==> config.mk <==
export PLATFORM = sky130hd
export DESIGN_NAME = stb_coalesce
export DESIGN_NICKNAME = d
export VERILOG_FILES = /design/src/rtl/cache_pkg.sv /design/src/rtl/stb_fwd_select.sv /design/src/rtl/stb_coalesce.sv
export SDC_FILE = /design/constraint.sdc
export NUM_CORES = 1
export LEC_CHECK = 0
export BUFFER_PORTS_ARGS = -buffer_cell sky130_fd_sc_hd__buf_4
export CAP_MARGIN = 0
export CORE_MARGIN = 5
export CORE_UTILIZATION = 45
export CTS_CLUSTER_SIZE = 25
export DETAILED_ROUTE_END_ITERATION = 8
export SLEW_MARGIN = 20
export SYNTH_ARGS = -nofsm -noshare
export SYNTH_HDL_FRONTEND = slang
export SYNTH_HIERARCHICAL = 1
export SYNTH_SLANG_ARGS = --single-unit
==> constraint.sdc <==
create_clock -name clk -period 14.3 [get_ports clk]
set_clock_uncertainty 0.2 [all_clocks]
set_input_delay 2.86 -clock clk [delete_from_list [all_inputs] [get_ports clk]]
set_output_delay 2.86 -clock clk [all_outputs]
set_load 0.02 [all_outputs]
==> src/rtl/cache_pkg.sv <==
// Shared definitions for the store buffer: default sizing and the byte-lane merge
// used by both the coalescing write path and load forwarding.
package cache_pkg;

    localparam int STB_DEFAULT_DEPTH = 4;

    // Pick the new byte where its enable is set, otherwise keep the old one.
    function automatic logic [7:0] byte_merge(
        input logic [7:0] old_byte,
        input logic [7:0] new_byte,
        input logic       be
    );
        return be ? new_byte : old_byte;
    endfunction

endpackage

==> src/rtl/stb_fwd_select.sv <==
// Store-to-load forwarding select: per byte, the youngest valid word-matching entry
// with that byte enabled supplies the data; reports full and partial coverage.
module stb_fwd_select
    import cache_pkg::*;
#(
    parameter int ADDR_W = 32,
    parameter int DATA_W = 32,
    parameter int DEPTH  = STB_DEFAULT_DEPTH,
    localparam int BE_W  = DATA_W / 8,
    localparam int IDX_W = $clog2(DEPTH)
) (
    input  logic [DEPTH-1:0]  valid_i,
    input  logic [ADDR_W-1:0] addr_i [DEPTH],
    input  logic [DATA_W-1:0] data_i [DEPTH],
    input  logic [BE_W-1:0]   be_i   [DEPTH],
    input  logic [IDX_W-1:0]  head_i,
    input  logic [ADDR_W-1:0] ld_addr_i,
    input  logic [BE_W-1:0]   ld_be_i,
    output logic [DATA_W-1:0] data_o,
    output logic              hit_o,
    output logic              partial_o
);

    localparam logic [ADDR_W-1:0] WORD_MASK = ~ADDR_W'(BE_W - 1);

    logic [DATA_W-1:0] fwd_all;
    logic [BE_W-1:0]   src_all;
    logic [BE_W-1:0]   covered;
    logic [IDX_W-1:0]  idx;
    logic              match;

    always_comb begin
        // NOTE: every variable gets a default before the loop, so no path leaves it
        // unassigned and no latch is inferred.
        fwd_all = '0;
        src_all = '0;
        idx     = head_i;
        match   = 1'b0;
        // Walk oldest to youngest so younger entries overwrite older bytes.
        for (int k = 0; k < DEPTH; k++) begin
            idx   = head_i + IDX_W'(k);
            match = valid_i[idx] && ((addr_i[idx] & WORD_MASK) == (ld_addr_i & WORD_MASK));
            for (int b = 0; b < BE_W; b++) begin
                src_all[b]        = src_all[b] | (match & be_i[idx][b]);
                fwd_all[8*b +: 8] = byte_merge(fwd_all[8*b +: 8], data_i[idx][8*b +: 8],
                                               match & be_i[idx][b]);
            end
        end
    end

    always_comb begin
        covered = src_all & ld_be_i;
        data_o  = '0;
        for (int b = 0; b < BE_W; b++) begin
            data_o[8*b +: 8] = byte_merge(8'h00, fwd_all[8*b +: 8], covered[b]);
        end
        hit_o     = (ld_be_i != '0) && (covered == ld_be_i);
        partial_o = (covered != '0) && !hit_o;
    end

endmodule

==> src/rtl/stb_coalesce.sv <==
// In-order store buffer between memory stage and data cache, with optional merge of
// byte-masked stores into the youngest entry and per-byte load forwarding.
module stb_coalesce
    import cache_pkg::*;
#(
    parameter int ADDR_W   = 32,
    parameter int DATA_W   = 32,
    parameter int DEPTH    = STB_DEFAULT_DEPTH,
    parameter int COALESCE = 1,
    localparam int BE_W    = DATA_W / 8,
    localparam int CNT_W   = $clog2(DEPTH + 1)
) (
    input  logic              clk,
    input  logic              rst,
    input  logic              i_st_valid,
    input  logic [ADDR_W-1:0] i_st_addr,
    input  logic [DATA_W-1:0] i_st_data,
    input  logic [BE_W-1:0]   i_st_be,
    output logic              o_st_ready,
    output logic              o_cm_valid,
    output logic [ADDR_W-1:0] o_cm_addr,
    output logic [DATA_W-1:0] o_cm_data,
    output logic [BE_W-1:0]   o_cm_be,
    input  logic              i_cm_ack,
    input  logic [ADDR_W-1:0] i_ld_addr,
    input  logic [BE_W-1:0]   i_ld_be,
    output logic              o_ld_hit,
    output logic              o_ld_partial,
    output logic [DATA_W-1:0] o_ld_data,
    input  logic              i_drain,
    output logic              o_empty,
    output logic [CNT_W-1:0]  o_count
);

    localparam int IDX_W = $clog2(DEPTH);
    localparam int PTR_W = IDX_W + 1;
    localparam logic [ADDR_W-1:0] WORD_MASK = ~ADDR_W'(BE_W - 1);

    typedef struct packed {
        logic [ADDR_W-1:0] addr;
        logic [DATA_W-1:0] data;
        logic [BE_W-1:0]   be;
    } entry_t;

    entry_t            entry_q [DEPTH];
    logic [DEPTH-1:0]  valid_q, valid_d;
    logic [PTR_W-1:0]  head_q, head_d, tail_q, tail_d;

    logic [IDX_W-1:0]  head_idx, tail_idx, young_idx;
    logic [CNT_W-1:0]  count;
    logic              full, empty, coalesce_ok;
    logic              push, push_new, pop;
    logic [DATA_W-1:0] merged_data;

    assign head_idx  = head_q[IDX_W-1:0];
    assign tail_idx  = tail_q[IDX_W-1:0];
    assign young_idx = tail_idx - IDX_W'(1);
    assign count     = CNT_W'(tail_q - head_q);
    assign empty     = (head_q == tail_q);
    assign full      = (head_idx == tail_idx) && (head_q[IDX_W] != tail_q[IDX_W]);

    // count >= 2 keeps the head, which the cache may be writing, out of the merge.
    assign coalesce_ok = (COALESCE != 0) && (count >= CNT_W'(2)) &&
                         ((entry_q[young_idx].addr & WORD_MASK) == (i_st_addr & WORD_MASK));

    assign o_st_ready = !i_drain && (!full || coalesce_ok);
    assign push       = i_st_valid && o_st_ready;
    assign push_new   = push && !coalesce_ok;
    assign pop        = i_cm_ack && !empty;

    assign o_cm_valid = !empty;
    assign o_cm_addr  = entry_q[head_idx].addr;
    assign o_cm_data  = entry_q[head_idx].data;
    assign o_cm_be    = entry_q[head_idx].be;
    assign o_empty    = empty;
    assign o_count    = count;

    always_comb begin
        merged_data = entry_q[young_idx].data;
        for (int b = 0; b < BE_W; b++) begin
            merged_data[8*b +: 8] = byte_merge(entry_q[young_idx].data[8*b +: 8],
                                               i_st_data[8*b +: 8], i_st_be[b]);
        end
    end

    always_comb begin
        head_d  = head_q;
        tail_d  = tail_q;
        valid_d = valid_q;
        if (pop) begin
            valid_d[head_idx] = 1'b0;
            head_d            = head_q + PTR_W'(1);
        end
        if (push_new) begin
            valid_d[tail_idx] = 1'b1;
            tail_d            = tail_q + PTR_W'(1);
        end
    end

    // NOTE: state registers use non-blocking assignments so every flop samples the
    // pre-edge values, independent of statement order.
    always_ff @(posedge clk or negedge rst) begin
        if (!rst) begin
            head_q  <= '0;
            tail_q  <= '0;
            valid_q <= '0;
        end else begin
            head_q  <= head_d;
            tail_q  <= tail_d;
            valid_q <= valid_d;
        end
    end

    // NOTE: entry payload has no reset; the valid bits and pointers alone decide
    // what is live, so clearing the array would only cost reset fan-out.
    always_ff @(posedge clk) begin
        if (push_new) begin
            entry_q[tail_idx].addr <= i_st_addr & WORD_MASK;
            entry_q[tail_idx].data <= i_st_data;
            entry_q[tail_idx].be   <= i_st_be;
        end else if (push) begin
            entry_q[young_idx].data <= merged_data;
            entry_q[young_idx].be   <= entry_q[young_idx].be | i_st_be;
        end
    end

    logic [ADDR_W-1:0] ent_addr [DEPTH];
    logic [DATA_W-1:0] ent_data [DEPTH];
    logic [BE_W-1:0]   ent_be   [DEPTH];

    for (genvar i = 0; i < DEPTH; i++) begin : g_unpack
        assign ent_addr[i] = entry_q[i].addr;
        assign ent_data[i] = entry_q[i].data;
        assign ent_be[i]   = entry_q[i].be;
    end

    stb_fwd_select #(
        .ADDR_W (ADDR_W),
        .DATA_W (DATA_W),
        .DEPTH  (DEPTH)
    ) u_fwd (
        .valid_i   (valid_q),
        .addr_i    (ent_addr),
        .data_i    (ent_data),
        .be_i      (ent_be),
        .head_i    (head_idx),
        .ld_addr_i (i_ld_addr),
        .ld_be_i   (i_ld_be),
        .data_o    (o_ld_data),
        .hit_o     (o_ld_hit),
        .partial_o (o_ld_partial)
    );

endmodule

* Word level (Yosys, flattened, before mapping)
Memories as Yosys holds them, arrays and structs flattened.
Index checks and enable logic that the tools add are counted.
** Storage, ports and cells
- Logic and storage cells :: 174
- Output and inout bits :: 108
- Input bits :: 109
- Memories kept :: 1
- Bits in registers :: 10
- Bits in latches :: 0
- Memory bits (read-only) :: 0
- RAM bits :: 264
** Memories
- entry_q :: words 4, width 66, read ports 6, clocked after Yosys merged registers in 0, wr ports 1, RTL line stb_coalesce.sv:45 : entry_t entry_q [DEPTH];
** Cells by class
- $add $sub $neg :: 7
- Divide/modulo/power cells :: 0
- Magnitude comparators :: 12
- Equality and inequality tests :: 9
- Multipliers :: 0
- Reductions and logical operators :: 23
- Shift-type cells :: 0
- Bitwise operators :: 37
- Muxes and demuxes :: 82
** Operators with widths (number)
- 32-bit binary-select mux with 2-bit select :: 8
- 32-bit 2-to-1 mux :: 16
- 8-bit 2-to-1 mux :: 24
- 30-bit == test :: 5
- 66-bit 2-to-1 mux :: 1
- 66-bit OR reduction :: 1
- 4-bit 2-to-1 mux :: 10
- 4-bit binary-select mux with 2-bit select :: 4
- 1-bit AND :: 16
- 2-bit by 3-bit < comparator with 1-bit output (second input constant) :: 5
- 1-bit logical AND :: 14
- 3-bit >= comparator (second input constant) :: 4
- 2-bit NOT with 3-bit output :: 4
- 1-bit bitwise OR :: 12
- 1-bit 2-to-1 mux :: 11
- 4-bit AND :: 2
- 1-bit binary-select mux with 2-bit select :: 4
- 4-bit bitwise OR :: 2
- 4-bit nonzero test :: 2
- 3-bit by 1-bit adder with 3-bit output (second input constant) :: 2
- 1-bit logical NOT :: 5
- 2-bit adder (second input constant) :: 2
- 1-bit demux with 2-bit select :: 2
- 4-bit == test :: 1
- other kinds (11) :: 13

* Depth between registers and ports, before layout
Gate-level depths: netlist of the first run.
- Depth in word-level cells :: 16
- Gate-level depth with buffers :: 16
- Mapped depth without buffers :: 10

* Cells and area by module
Netlist of the first run, hierarchy kept.
** By module, submodules not included
- stb_coalesce :: area an instance 12906.1 sq um, sequential area each 8177.8 sq um, cells each 640, instances 1
- stb_fwd_select :: area an instance 8687.1 sq um, sequential area each 0.0 sq um, cells each 1155, instances 1

* Worst setup path before layout of the first run
No wires, ideal clock.
- Kind :: in2out
- Start point :: input port i_ld_addr[24]
- End point :: output port o_ld_data[27]
- Cell stages on the path :: 11
- Buffers on the path :: 2
- Slack :: 5.370 ns
- Required time :: 11.240 ns
- Arrival time :: 5.870 ns
- Cells stage by stage :: clkbuf_1 -> inv_1 -> xnor2_1 -> mux2i_1 -> or4_1 -> nor4_4 -> nand4_1 -> clkbuf_1 -> o221ai_1 -> a21oi_1 -> a2111oi_1
** Between the ends
- Word-level cells in the longest chain between the ends :: 8
- Elaborated cells on any way between the ends :: 21
- Those cells by class :: 4 x eq/ne; 5 x mux; 8 x bitwise; 4 x reduce/logical
** RTL lines
- start, declared :: RTL line stb_coalesce.sv:25 : input logic [ADDR_W-1:0] i_ld_addr,
- 30-bit == test :: RTL line stb_fwd_select.sv:42 : match = valid_i[idx] && ((addr_i[idx] & WORD_MASK) == (ld_addr_i & WORD_MASK));
- 1-bit logical AND :: RTL line stb_fwd_select.sv:42
- 1-bit AND :: RTL line stb_fwd_select.sv:44, stb_fwd_select.sv:46
- 8-bit 2-to-1 mux / 1-bit bitwise OR (equally long branches) (3 in series) :: RTL line cache_pkg.sv:13, stb_fwd_select.sv:44
- 8-bit 2-to-1 mux / 4-bit AND (equally long branches) :: RTL line cache_pkg.sv:13, stb_fwd_select.sv:52
- 8-bit 2-to-1 mux * :: RTL line cache_pkg.sv:13 : return be ? new_byte : old_byte;
- end, declared :: RTL line stb_coalesce.sv:29 : output logic [DATA_W-1:0] o_ld_data,
Mark *: on every way between the ends. The rest lies on a longest branch, timed or not.

* Worst setup path in the final report of the first run
- Start point :: register head_q[1]
- End point :: output port o_ld_partial
** Between the ends
- Word-level cells in the longest chain between the ends :: 16
- Elaborated cells on any way between the ends :: 81
- Those cells by class :: 3 x add/sub; 5 x eq/ne; 32 x mux; 33 x bitwise; 8 x reduce/logical
** RTL lines
- start, declared :: RTL line stb_coalesce.sv:47 : logic [PTR_W-1:0] head_q, head_d, tail_q, tail_d;
- start signal, assigned :: RTL line stb_coalesce.sv:104 : head_q <= '0;
- start signal, assigned :: RTL line stb_coalesce.sv:108 : head_q <= head_d;
- 2-bit by 1-bit adder with 2-bit output :: RTL line stb_fwd_select.sv:41 : idx = head_i + IDX_W'(k);
- 2-bit NOT with 3-bit output (implied by the code) :: RTL line stb_fwd_select.sv:42, stb_fwd_select.sv:44
- 32-bit binary-select mux with 2-bit select :: RTL line stb_fwd_select.sv:42
- 32-bit 2-to-1 mux (implied by the code) (2 in series) :: RTL line stb_fwd_select.sv:42
- 30-bit == test :: RTL line stb_fwd_select.sv:42
- 1-bit logical AND :: RTL line stb_fwd_select.sv:42
- 1-bit AND :: RTL line stb_fwd_select.sv:44 : src_all[b] = src_all[b] | (match & be_i[idx][b]);
- 1-bit bitwise OR (3 in series) :: RTL line stb_fwd_select.sv:44
- 4-bit AND * :: RTL line stb_fwd_select.sv:52 : covered = src_all & ld_be_i;
- 4-bit == test :: RTL line stb_fwd_select.sv:57 : hit_o = (ld_be_i != '0) && (covered == ld_be_i);
- 1-bit logical AND :: RTL line stb_fwd_select.sv:57
- 1-bit logical NOT :: RTL line stb_fwd_select.sv:58 : partial_o = (covered != '0) && !hit_o;
- 1-bit logical AND * :: RTL line stb_fwd_select.sv:58
- end, declared :: RTL line stb_coalesce.sv:28 : output logic o_ld_partial,
Mark *: on every way between the ends. The rest lies on a longest branch, timed or not. The select of a mux whose other input is x is not followed.

==> results of run 1 <==
## where the power goes
part	switching [µW]	total [µW]	internal, µW
clock network	345	814	469
registers	146	1150	1000
logic	1640	2920	1280
total	2130	4890	2750
## layer usage
layer	track usage	part of all wire	vias up
li1	-	-	7384
met3	0.0452	0.073	74
met1	0.381	0.46	8547
met2	0.391	0.45	673
met4	0.0586	0.019	6
met5	0	0.00057	-
## stage by stage
stage          cell area (µm²)  std cells
2_1_floorplan            21600       1796
3_3_place_gp             23400       2484
3_5_place_dp             23400       2484
4_1_cts                  24400       2545
5_1_grt                  24400       2547
6_report                 24400       2547
## flip-flops by register name, summed over array words and instances (netlist names)
signal	cells
head_q	3
entry_q	264
tail_q	3
valid_q	4
## worst max path at each step
stage	startpoint	to	slack (ns)	cells past startpoint
floorplan	i_ld_addr[24]	o_ld_data[27]	5.37	11
global placement	i_ld_addr[24]	o_ld_data[23]	4.37	12
detailed placement	i_ld_addr[2]	o_ld_partial	4.35	11
CTS	head_q[1]	o_ld_data[23]	4.08	13
global route	head_q[1]	o_ld_partial	3.75	13
finish	head_q[1]	o_ld_partial	4.04	13
## area by class of cell
| cell class | instances | area [µm²] |
|---|---|---|
| diodes | 2 | 5.00 |
| clock buffers | 45 | 913 |
| clock inverters | 16 | 120 |
| fillers | 4128 | 23200 |
| inverters | 30 | 118 |
| multi-input cells | 1334 | 12500 |
| flip-flops and latches | 274 | 8190 |
| well taps | 615 | 769 |
| repair buffers | 231 | 1760 |
## cell families (layout without fill, tap and decap cells)
logic type      count (synthesis)  in the layout  synth area share
other cells                     1              4          0.000174
flops                         274            274             0.379
simple gates                  355            355            0.0882
buf+inv                       188            322            0.0434
fa+ha+maj                      11             11           0.00672
compound gates                350            350             0.118
mux                           470            470             0.306
xor+xnor                      146            146            0.0592
## placed cells by master, fill, tap and decap left out, types with 30 or more instances in the layout
cell type,synthesis,layout
sky130_fd_sc_hd__a21oi_1,70,70
sky130_fd_sc_hd__buf_4,12,229
sky130_fd_sc_hd__clkbuf_16,0,35
sky130_fd_sc_hd__edfxtp_1,264,264
sky130_fd_sc_hd__mux2_2,72,72
sky130_fd_sc_hd__mux2i_1,252,252
sky130_fd_sc_hd__mux4_2,123,123
sky130_fd_sc_hd__nand2_1,45,45
sky130_fd_sc_hd__nand3_1,36,36
sky130_fd_sc_hd__nor2_1,94,91
sky130_fd_sc_hd__nor2b_1,34,34
sky130_fd_sc_hd__o21ai_0,39,39
sky130_fd_sc_hd__o221ai_1,35,35
sky130_fd_sc_hd__o22ai_1,30,30
sky130_fd_sc_hd__xnor2_1,124,124
## worst reg2reg max path, delay by kind of cell, from the launching register on
family                    cells  cell delay [ns]
and+or+nand+nor               4             2.20
muxes                         2             1.12
buffers and inverters         2             1.45
DFF                           1             0.57
xor gates and xnor gates      1             0.26
==> impl_metrics.sql, run 1 <==
INSERT INTO impl_metrics (metric_group, metric, value, unit) VALUES
('worst_setup_path', 'timing.reg2reg.setup_slack', '8.23', 'ns'),
('cts', 'clock_pin_transition_on_the_worst_setup_and_hold_timing_paths', '0.05', 'ns'),
('worst_setup_path', 'critical_path.max_stage_delay', '0.84', 'ns'),
('yosys', 'flip_flop_and_latch_count_after_synthesis', '274', ''),
('die', 'floorplan.die.height', '229', 'µm'),
('die', 'num_rows', '80', ''),
('placed_design', 'hpwl', '48.4', 'mm'),
('worst_setup_path', 'crit_type', 'reg -> out', ''),
('die', 'die_w', '229', 'µm'),
('worst_hold_path', 'hold_path.class', 'reg -> reg', ''),
('cts', 'tritoncts_sinks', '274', ''),
('route', 'drt_pass1_iterations', '7', ''),
('yosys', 'netlist_top_cells_area', 'sky130_fd_sc_hd__edfxtp_1, sky130_fd_sc_hd__mux4_2, sky130_fd_sc_hd__mux2i_1', ''),
('cts', 'worst_skew_pair.late_latency', '0.56', 'ns'),
('sta', 'rsz0062_at_grt', 'false', ''),
('route', 'final_antenna_net_count', '0', ''),
('worst_setup_path', 'r2r-start', 'tail_q[0]', ''),
('placed_design', 'preCtsSetupSlack', '4.35', 'ns'),
('sta', 'fin_crit', '10.26', 'ns'),
('yosys', 'netlist.area_leader.share', '0.367', ''),
('global_routing', 'globalRouteTotalUtil', '0.255', ''),
('die', 'core_region_area', '0.0476', 'mm²'),
('pwr', 'leakagePower', '0.00861', 'µW'),
('pwr', 'power-per-cell-area', '200', 'mW/mm²'),
('job', 'drv.max_cap_violation_count', '0', ''),
('final_layout', 'final_core_utilization', '0.512', ''),
('cts', 'clock_buffer_count_from_cts', '35', ''),
('worst_setup_path', 'timing.rr.end', 'entry_q[0][32]', ''),
('placed_design', 'place_congestion', '0.963', ''),
('global_routing', 'first_global_vias', '16300', ''),
('route', 'num_vias', '16700', ''),
('worst_setup_path', 'worst_path_dominant_cell_family', 'compound AO/OA/AOI/OAI gates', ''),
('worst_setup_path', 'critPathBufInv', '3', ''),
('sta', 'period_share', '0.717', ''),
('sta', 'hold_ws', '0.302', 'ns'),
('sta', 'achievable-frequency', '97.5', 'MHz'),
('cts', 'cts_tree', 'yes', ''),
('yosys', 'ys_dominant_reg_cell', 'sky130_fd_sc_hd__edfxtp_1', ''),
('yosys', 'synth.most_common_cell', 'sky130_fd_sc_hd__edfxtp_1', ''),
('cts', 'htree_num_levels', '2', ''),
('sta', 'postLayoutSetupSlackWorst', '4.04', 'ns'),
('worst_setup_path', 'cp_max_fo', '133', ''),
('worst_setup_path', 'timing.critical_path.slowest_stage_cell', 'sky130_fd_sc_hd__dfrtp_4', ''),
('sta', 'max_slew.worst_pin.slew', '1.14', 'ns'),
('global_routing', 'antenna_found_initial', '5', ''),
('worst_setup_path', 'worst_r2r_path_depth', '9', ''),
('yosys', 'synth_top_cell_by_area', 'sky130_fd_sc_hd__edfxtp_1', ''),
('worst_setup_path', 'setup.worst_path.end_class', 'output pin', ''),
('route', 'drt-total-wl', '69.7', 'mm'),
('worst_setup_path', 'arrival', '7.20', 'ns'),
('placed_design', 'numPortBuffers', '210', ''),
('die', 'full_die_area', '0.0525', 'mm²'),
('yosys', 'yosysSeqAreaShare', '0.379', ''),
('cts', 'cts.hold.buffers_added', '0', ''),
('sta', 'final-setup-viol-count', '0', ''),
('yosys', 'synthesis.area_per_instance', '12.0', 'µm²'),
('worst_hold_path', 'timing.hold.worst.start', 'head_q[2]', ''),
('global_routing', 'grt_pass1_wl', '104', 'mm'),
('route', 'route.detailed.wl_per_inst', '27.4', 'µm'),
('cts', 'ctsRootBufferMaster', 'sky130_fd_sc_hd__clkbuf_16', ''),
('sta', 'final.setup.tns', '0', 'ns'),
('yosys', 'synthDistinctLibCells', '98', ''),
('die', 'floorplan.initialDensity', '0.453', ''),
('final_layout', 'area_growth_syn_to_layout', '13.0', '%'),
('worst_hold_path', 'hold_path_end', 'head_q[2]', ''),
('run_status', 'outcome', 'finished clean', ''),
('pwr', 'fin_total_pwr', '4890', 'µW'),
('cts', 'cts_repair_resize_count', '0', ''),
('yosys', 'synthesis.yosys.warnings', '6', ''),
('final_layout', 'final_nets', '2026', ''),
('route', 'post_drt_via_cell_ratio', '6.55', '');
Note: power is estimated with default switching activity, not from simulation.
==> inputs of run 2 (changes only) <==
==> constraint.sdc (replaced) <==
create_clock -name clk -period 10.2 [get_ports clk]
set_clock_uncertainty 0.2 [all_clocks]
set_input_delay 2.04 -clock clk [delete_from_list [all_inputs] [get_ports clk]]
set_output_delay 2.04 -clock clk [all_outputs]
set_load 0.02 [all_outputs]
==> run 2 against run 1 <==
Clock power increased by 44%. Worst setup slack got worse by 2.5 ns. Sequential cell count unchanged.
==> impl_metrics.sql, run 2 (synthesis gave the netlist of run 1 again) <==
INSERT INTO impl_metrics (metric_group, metric, value, unit) VALUES
('run_status', 'outcome', 'finished clean', ''),
('worst_setup_path', 'worst_setup_path_startpoint', 'head_q[1]', ''),
('route', 'drt-total-wl', '70.8', 'mm'),
('worst_setup_path', 'arrival', '6.42', 'ns'),
('final_layout', 'final_common_cell', 'sky130_fd_sc_hd__edfxtp_1', ''),
('sta', 'final-setup-viol-count', '0', ''),
('sta', 'final.setup.tns', '0', 'ns'),
('route', 'dr_wl_met2', '32.0', 'mm'),
('cts', 'worst_skew_pair.late_latency', '0.62', 'ns'),
('worst_hold_path', 'timing.hold.worst.start', 'head_q[2]', ''),
('sta', 'period_share', '0.849', ''),
('route', 'routedLengthMet1', '31.8', 'mm'),
('pwr', 'intPower', '3890', 'µW'),
('cts', 'cts_setup_buffers', '0', ''),
('job', 'drv.max_cap_violation_count', '0', ''),
('final_layout', 'largest_reg_flops', '264', ''),
('worst_setup_path', 'cp_max_fo', '47', ''),
('worst_setup_path', 'crit_type', 'reg -> out', ''),
('final_layout', 'number_of_filler_cells_placed_in_the_layout', '4167', ''),
('cts', 'clock_pin_transition_on_the_worst_setup_and_hold_timing_paths', '0.06', 'ns'),
('route', 'drt_drc_violations_left', '0', ''),
('placed_design', 'instance_area_at_placement', '0.0234', 'mm²'),
('worst_hold_path', 'whs_path_depth', '1', ''),
('worst_setup_path', 'worstPathRequired', '7.96', 'ns'),
('route', 'route.detailed.wl_per_inst', '27.8', 'µm'),
('sta', 'postLayoutSetupSlackWorst', '1.54', 'ns'),
('pwr', 'p_switching', '3020', 'µW'),
('pwr', 'power_switching_share', '0.437', ''),
('sta', 'max_slew.worst_pin.slew', '1.00', 'ns'),
('global_routing', 'first_global_vias', '16200', ''),
('die', 'core_region_area', '0.0476', 'mm²'),
('final_layout', 'post_route_cells_drive_above_1_share', '0.273', ''),
('worst_setup_path', 'r2r-start', 'tail_q[1]', ''),
('cts', 'cts_tree', 'yes', ''),
('final_layout', 'top_regs', 'entry_q (264), valid_q (4)', ''),
('placed_design', 'place_congestion', '0.984', ''),
('worst_setup_path', 'critical_path.max_stage_delay', '0.90', 'ns'),
('worst_setup_path', 'path_cells', 'buf_4 -> mux2i_1 -> o22ai_1 -> a221oi_1 -> nand3_1 -> nor4_2 -> and3_1 -> nand3_1 -> nor4b_1 -> or3b_1 -> o21ai_1 -> buf_4', ''),
('sta', 'fin_crit', '8.66', 'ns'),
('route', 'highest_metal_layer_with_signal_wires', 'met5', ''),
('final_layout', 'num_antenna_cells', '0', ''),
('pwr', 'leakagePower', '0.00864', 'µW'),
('pwr', 'power.combinational.fraction', '0.602', ''),
('sta', 'achievable-frequency', '115', 'MHz'),
('final_layout', 'area_growth_syn_to_layout', '13.2', '%'),
('route', 'met3_wirelength', '5.61', 'mm'),
('pwr', 'p_seq_frac', '0.230', ''),
('sta', 'timing.slew.headroom', '0.332', ''),
('worst_hold_path', 'hold_path.class', 'reg -> reg', ''),
('final_layout', 'instances_no_fill', '2548', ''),
('final_layout', 'most-common-layout-cells', 'sky130_fd_sc_hd__edfxtp_1, sky130_fd_sc_hd__mux2i_1, sky130_fd_sc_hd__buf_4', ''),
('pwr', 'clkPwrFrac', '0.169', ''),
('cts', 'clockBufferDepth', '3', ''),
('die', 'num_rows', '80', ''),
('global_routing', 'globalRouteTotalUtil', '0.257', ''),
('worst_setup_path', 'timing.critical_path.slowest_stage_cell', 'sky130_fd_sc_hd__dfrtp_4', ''),
('cts', 'htree_num_levels', '1', ''),
('final_layout', 'final_nets', '2028', ''),
('die', 'die_w', '229', 'µm'),
('global_routing', 'gr-total-overflow', '0', ''),
('worst_setup_path', 'worst_r2r_path_depth', '13', ''),
('route', 'drt_pass1_iterations', '6', ''),
('sta', 'timing.final.max_slew_violations', '0', ''),
('worst_setup_path', 'critPathBufInv', '2', ''),
('die', 'floorplan.die.height', '229', 'µm'),
('worst_setup_path', 'worst_path_dominant_cell_family', 'simple AND/OR/NAND/NOR gates', ''),
('worst_setup_path', 'critPathLaunchType', 'flop', ''),
('pwr', 'power-per-cell-area', '283', 'mW/mm²'),
('final_layout', 'largest-register', 'entry_q', ''),
('die', 'full_die_area', '0.0525', 'mm²'),
('cts', 'cts_repair_resize_count', '0', ''),
('cts', 'ctsRootBufferMaster', 'sky130_fd_sc_hd__clkbuf_16', ''),
('global_routing', 'antenna_found_initial', '2', ''),
('placed_design', 'hpwl', '49.8', 'mm'),
('die', 'io-pin-count', '217', ''),
('route', 'post_drt_via_cell_ratio', '6.65', ''),
('pwr', 'vdd.ir_drop.worst', '260', 'µV'),
('placed_design', 'numPortBuffers', '210', ''),
('placed_design', 'dp_cells', '2490', ''),
('route', 'num_vias', '17000', ''),
('worst_setup_path', 'setup.worst_path.end_class', 'output pin', ''),
('route', 'initial_drc_count', '1947', ''),
('global_routing', 'pin_count_of_the_biggest_net_entering_global_routing', '103', ''),
('worst_setup_path', 'worstSetupPathDepth', '12', ''),
('cts', 'clock_buffer_count_from_cts', '31', ''),
('cts', 'tritoncts_sinks', '274', ''),
('placed_design', 'preCtsSetupSlack', '1.90', 'ns'),
('final_layout', 'post-route-cell-area', '0.0244', 'mm²'),
('route', 'final_antenna_net_count', '0', ''),
('global_routing', 'grt_pass1_wl', '105', 'mm'),
('die', 'floorplan.initialDensity', '0.453', ''),
('sta', 'hold_viol', '0', ''),
('cts', 'cts.hold.buffers_added', '0', ''),
('sta', 'rsz0062_at_grt', 'false', '');
[run 2: per-layer routing]
metal,track usage,up-vias
met4,0.0474,4
met1,0.387,8692
met5,0,-
li1,-,7383
met3,0.0415,89
met2,0.401,787
[run 2: worst paths after layout]
path,slack (ns),end
max,1.54,o_ld_data[21]
min,0.30,head_q[2]
max reg2reg,4.43,entry_q[3][18]
min reg2reg,0.30,head_q[2]
max in group asynchronous,8.58,head_q[0]
min in group asynchronous,1.04,valid_q[2]
[run 2: per-stage QoR]
step                power, µW  hold slack, ns  utilization
floorplan                4570           0.266            -
global placement         5680           0.286        0.491
detailed placement       5710           0.290        0.491
CTS                      6900           0.302        0.513
global route             7240           0.323        0.513
finish                   6910           0.296        0.513
[run 2: area by class of cell]
cell class / count / area [µm²] / share of cell area
multi-input combinational: 1334 / 12500 / 0.513
tap: 615 / 769 / 0.0315
clock inverter: 12 / 184 / 0.00752
clock buffer: 46 / 862 / 0.0353
inverter: 30 / 118 / 0.00481
sequential: 274 / 8190 / 0.335
timing repair buffer: 237 / 1790 / 0.0733
[run 2: power by group through the flow]
stage	combinational [µW]	sequential (µW)	clock (µW)
6_report	4160	1590	1170
5_1_grt	4400	1610	1230
4_1_cts	4130	1580	1180
3_5_place_dp	4100	1610	0
3_3_place_gp	4080	1600	0
2_1_floorplan	3070	1500	0
